**src/rtl/fifo_ctrl.sv**
```systemverilog
// fifo_ctrl: pointer/occupancy controller for a FIFO built around an
// external dual-port RAM with one-cycle registered read data. The RAM
// is clocked by clk on both ports; this block only steers addresses,
// write enable and data, and qualifies the returned read word.
module fifo_ctrl #(
   parameter int ADDR_BITS   = 8,
   parameter int WORD_LENGTH = 8,
   parameter int AFULL_LEVEL = 2**ADDR_BITS - 2
) (
   input  logic                   clk,
   input  logic                   rst_n,
   // push side
   input  logic                   wr_en,
   input  logic [WORD_LENGTH-1:0] wr_data,
   // pop side
   input  logic                   rd_en,
   output logic [WORD_LENGTH-1:0] rd_data,
   output logic                   rd_valid,
   // status
   output logic                   full,
   output logic                   empty,
   output logic                   almost_full,
   output logic [ADDR_BITS:0]     count,
   output logic                   overflow,
   output logic                   underflow,
   // RAM write port
   output logic                   ram_w_en,
   output logic [ADDR_BITS-1:0]   ram_w_addr,
   output logic [WORD_LENGTH-1:0] ram_w_data,
   // RAM read port
   output logic [ADDR_BITS-1:0]   ram_r_addr,
   input  logic [WORD_LENGTH-1:0] ram_r_data
);

   // Pointers carry one extra wrap bit so full and empty are distinguishable
   // when the RAM address bits coincide.
   localparam int              PTR_W     = ADDR_BITS + 1;
   localparam logic [PTR_W-1:0] PTR_ONE   = PTR_W'(1);
   localparam logic [PTR_W-1:0] AFULL_CMP = PTR_W'(AFULL_LEVEL);

   logic [PTR_W-1:0] wr_ptr_q, wr_ptr_d;
   logic [PTR_W-1:0] rd_ptr_q, rd_ptr_d;
   logic [PTR_W-1:0] count_q, count_d;
   logic             rd_valid_q, rd_valid_d;
   logic             overflow_q, overflow_d;
   logic             underflow_q, underflow_d;

   logic             full_w;
   logic             empty_w;
   logic             almost_full_w;
   logic             push_acc;
   logic             pop_acc;

   // Status flags decoded only from registered state, never from requests.
   always_comb begin
      empty_w       = (wr_ptr_q == rd_ptr_q);
      full_w        = (wr_ptr_q[ADDR_BITS-1:0] == rd_ptr_q[ADDR_BITS-1:0]) &&
                      (wr_ptr_q[ADDR_BITS] != rd_ptr_q[ADDR_BITS]);
      almost_full_w = (count_q >= AFULL_CMP);
   end

   // Accept decisions; rst_n gates them so no RAM write leaks out while
   // the controller is held in reset.
   always_comb begin
      push_acc = wr_en & ~full_w  & rst_n;
      pop_acc  = rd_en & ~empty_w & rst_n;
   end

   // Next-state for pointers, occupancy, read-valid and sticky error flags.
   always_comb begin
      wr_ptr_d    = wr_ptr_q;
      rd_ptr_d    = rd_ptr_q;
      count_d     = count_q;
      rd_valid_d  = pop_acc;
      overflow_d  = overflow_q  | (wr_en & full_w);
      underflow_d = underflow_q | (rd_en & empty_w);

      if (push_acc) begin
         wr_ptr_d = wr_ptr_q + PTR_ONE;
      end
      if (pop_acc) begin
         rd_ptr_d = rd_ptr_q + PTR_ONE;
      end

      // Simultaneous push and pop leave occupancy unchanged.
      unique case ({push_acc, pop_acc})
         2'b10:   count_d = count_q + PTR_ONE;
         2'b01:   count_d = count_q - PTR_ONE;
         default: count_d = count_q;
      endcase
   end

   // State register with asynchronous active-low clear.
   always_ff @(posedge clk or negedge rst_n) begin
      if (!rst_n) begin
         wr_ptr_q    <= '0;
         rd_ptr_q    <= '0;
         count_q     <= '0;
         rd_valid_q  <= 1'b0;
         overflow_q  <= 1'b0;
         underflow_q <= 1'b0;
      end else begin
         wr_ptr_q    <= wr_ptr_d;
         rd_ptr_q    <= rd_ptr_d;
         count_q     <= count_d;
         rd_valid_q  <= rd_valid_d;
         overflow_q  <= overflow_d;
         underflow_q <= underflow_d;
      end
   end

   // Output mapping: RAM port steering and status.
   always_comb begin
      ram_w_en    = push_acc;
      ram_w_addr  = wr_ptr_q[ADDR_BITS-1:0];
      ram_w_data  = wr_data;
      ram_r_addr  = rd_ptr_q[ADDR_BITS-1:0];
      rd_data     = ram_r_data;
      rd_valid    = rd_valid_q;
      full        = full_w;
      empty       = empty_w;
      almost_full = almost_full_w;
      count       = count_q;
      overflow    = overflow_q;
      underflow   = underflow_q;
   end

endmodule
```
**config.mk**
```make
export PLATFORM = sky130hd
export DESIGN_NAME = fifo_ctrl
export DESIGN_NICKNAME = d
export VERILOG_FILES = /design/src/rtl/fifo_ctrl.sv
export SDC_FILE = /design/constraint.sdc
export NUM_CORES = 1
export LEC_CHECK = 0
export ABC_AREA = 1
export BUFFER_PORTS_ARGS = -buffer_cell sky130_fd_sc_hd__buf_2
export CAP_MARGIN = 10
export CORE_UTILIZATION = 50
export DETAILED_ROUTE_END_ITERATION = 10
export PLACE_DENSITY = 0.78
export SKIP_LAST_GASP = 1
export SYNTH_ARGS = -nofsm -noshare
export SYNTH_HDL_FRONTEND = slang
export SYNTH_SLANG_ARGS = --single-unit
```
**constraint.sdc**
```tcl
create_clock -name clk -period 3.8 [get_ports clk]
set_input_delay 1.14 -clock clk [delete_from_list [all_inputs] [get_ports clk]]
set_output_delay 1.14 -clock clk [all_outputs]
set_load 0.1 [all_outputs]
```
==> results.cfg <==
[status]
outcome = complete, no violations

[grt]
grt_util_met2_pct = 35.2
grt_max_degree = 38
grt_pass1_vias = 1792
grt_usage_pct = 20.9
overflow = 0
grt.busiest_layer = met2
met3_usage_pct = 6.83
grt_pass1_wl_um = 8020
antenna_found_initial = 0
use_met1_pct = 25.0

[timing]
period_share_pct = 84.6
timing.slew.headroom_pct = 66.7
worstMarginPinSlew_ns = 0.503
rsz0062_at_grt = false
post-route-min-period_ns = 3.22
report.final.slew_viol_count = 0
fin_skew_ns = 0.00905
fmax_mhz = 311
hold_viol_final = 0
setup_viol = 0
fin_setup_tns_ns = 0

[floorplan]
ios = 68
die_w_um = 69.4
dieHeight_um = 69.4
placementRows = 24
start_util_pct = 52.2
dieArea_um2 = 4820
core_area_um2 = 4350

[layout]
diodes = 0
layoutNonFillerInstCount = 360
fin_nets = 340
fin_util_pct = 53.5
syn2layout_area_growth_pct = 2.53
drive_gt1_share_pct = 17.5
design_area_um2 = 2330

[critical_path]
reg2reg_from = wr_ptr_q[0]
path_max_fanout = 14
ff2ff_path_depth = 16
startpoint_type = flip-flop
r2r_setup_slack_ns = 0.58
end_kind = flip-flop
cp.required_ns = 3.97
r2r-end = count[8]
cp.arrival_ns = 3.38
path_class = flip-flop to flip-flop

[placement]
portBuffers = 35
post_dp_cell_area_um2 = 2250
dp_hpwl_um = 3430
gp_congestion = 0.890
numPlacedInstances = 354

[min_path]
hold_path_depth = 1
hp-start = overflow
holdPathEnd = overflow
hp-class = flip-flop to flip-flop

[yosys]
synth_common_cells = nand2_1, buf_4, dfrtp_1
synth_edf_count = 0
syn_inst = 305
syn_area_per_cell_um2 = 7.45
ys_types = 30
synth_area_leaders = dfrtp_1, nand2_1, buf_4, nand4_1, ha_1
ys_ff_latch = 30
synthArstFlopShare_pct = 100
syn_nets = 336
synth_ff_type = dfrtp_1
yosysWarningCount = 0
yosysTopAreaCellShare_pct = 33.0
ys_seq_area_share_pct = 33.0
synth_area_leader_cell = dfrtp_1
netlist_area_um2 = 2270
yosysMostFrequentCell = nand2_1

[clock_tree]
cts_buffer_depth = 2
h-tree-depth = 2
cts-root-buf = clkbuf_8
cts.repair.resized = 0
cts_num_sinks = 30
postCtsSetupBuffers = 0
cts_tree = yes
cts_buffers = 5
cts_hold_buf = 0
clkSlewWorstSetupHoldPaths_ns = 0.06
clk_latency_ns = 0.28

[detailed_routing]
drt_iter0_markers = 118
drc = 0
wl_per_cell_um = 13.1
wirelength_um = 4700
dr.pass1.iters = 4
vias = 1934
ant_nets = 0
vias_per_cell = 5.37

[power]
power_mw = 2.23
power.density_nw_per_um2 = 957
max-vdd-ir-drop_mv = 0.625
p_leak_nw = 1.30

[job]
maxCapViolCount = 0
registers in the layout (all words and copies together), names as in the netlist:
register,cells
count,9
rd_ptr_q,9
wr_ptr_q,9
overflow,1
rd_valid,1
underflow,1
cells by family (layout without fill, tap and decap cells):
logic type / Yosys count / after routing / synth area share, %
buf+inv: 70 / 73 / 18.1
compound gates: 17 / 17 / 4.46
flops: 30 / 30 / 33.0
xor+xnor: 13 / 13 / 5.34
fa+ha+maj: 11 / 11 / 6.38
simple gates: 164 / 164 / 32.7
layout by cell type, fill, tap and decap left out, drive strengths merged:
master,count
fa,1
xnor2,7
inv,28
clkinv,1
nand3b,2
xor2,6
o21a,1
nand3,20
o21ai,4
clkbuf,6
nand2,99
o21bai,1
a21boi,1
nand4,21
ha,10
or2,2
buf,38
nor2,18
a21oi,6
a21o,3
nor3,2
a31oi,1
dfrtp,30
per-layer routing:
metal | part of all wire (%) | routed length, um
met5 | 0 | 0
met4 | 1.1 | 54
met3 | 5.8 | 275
met2 | 48 | 2280
met1 | 45 | 2100
how the worst max path moves through the flow:
stage | to | cells after the start | start
floorplan | almost_full | 2 | count[7]
global placement | count[8] | 12 | rst_n
detailed placement | count[8] | 12 | rst_n
CTS | count[8] | 14 | rd_ptr_q[6]
global route | count[8] | 15 | rd_ptr_q[5]
finish | count[8] | 16 | wr_ptr_q[0]
per-stage QoR:
step	setup WS (ns)	hold WS [ns]
final	0.584	0.450
after global placement	0.473	0.434
after floorplan	0.0964	0.482
after CTS	0.590	0.453
after global routing	0.264	0.470
after detailed placement	0.389	0.439
final cells by class:
| type | count | area (um^2) |
|---|---|---|
| Clock buffer | 6 | 82.6 |
| Fill cell | 426 | 2020 |
| Inverter | 29 | 109 |
| Multi-Input combinational cell | 205 | 1110 |
| Sequential cell | 30 | 751 |
| Tap cell | 52 | 65.1 |
| Timing Repair Buffer | 38 | 213 |
critical path, cell delays in order (launching register included):
cell	delay [ns]
dfrtp_1	0.44
inv_1	0.12
nand2_1	0.06
nand2_1	0.05
nand2_1	0.08
nor2_4	0.14
nand3_2	0.28
nand3_2	0.25
ha_1	0.39
inv_1	0.10
fa_1	0.41
o21ai_0	0.39
nand2_1	0.14
nand2_1	0.09
nand2_1	0.05
nand3_1	0.06
nand2_1	0.06
power breakdown:
group          switching, mW  leakage [nW]  internal (mW)  total [mW]
sequential             0.142         0.385          0.411       0.553
combinational           1.13         0.877          0.298        1.43
clock                  0.111        0.0431          0.139       0.250
total                   1.38          1.30          0.848        2.23
Power figures use the tool's default switching activity.
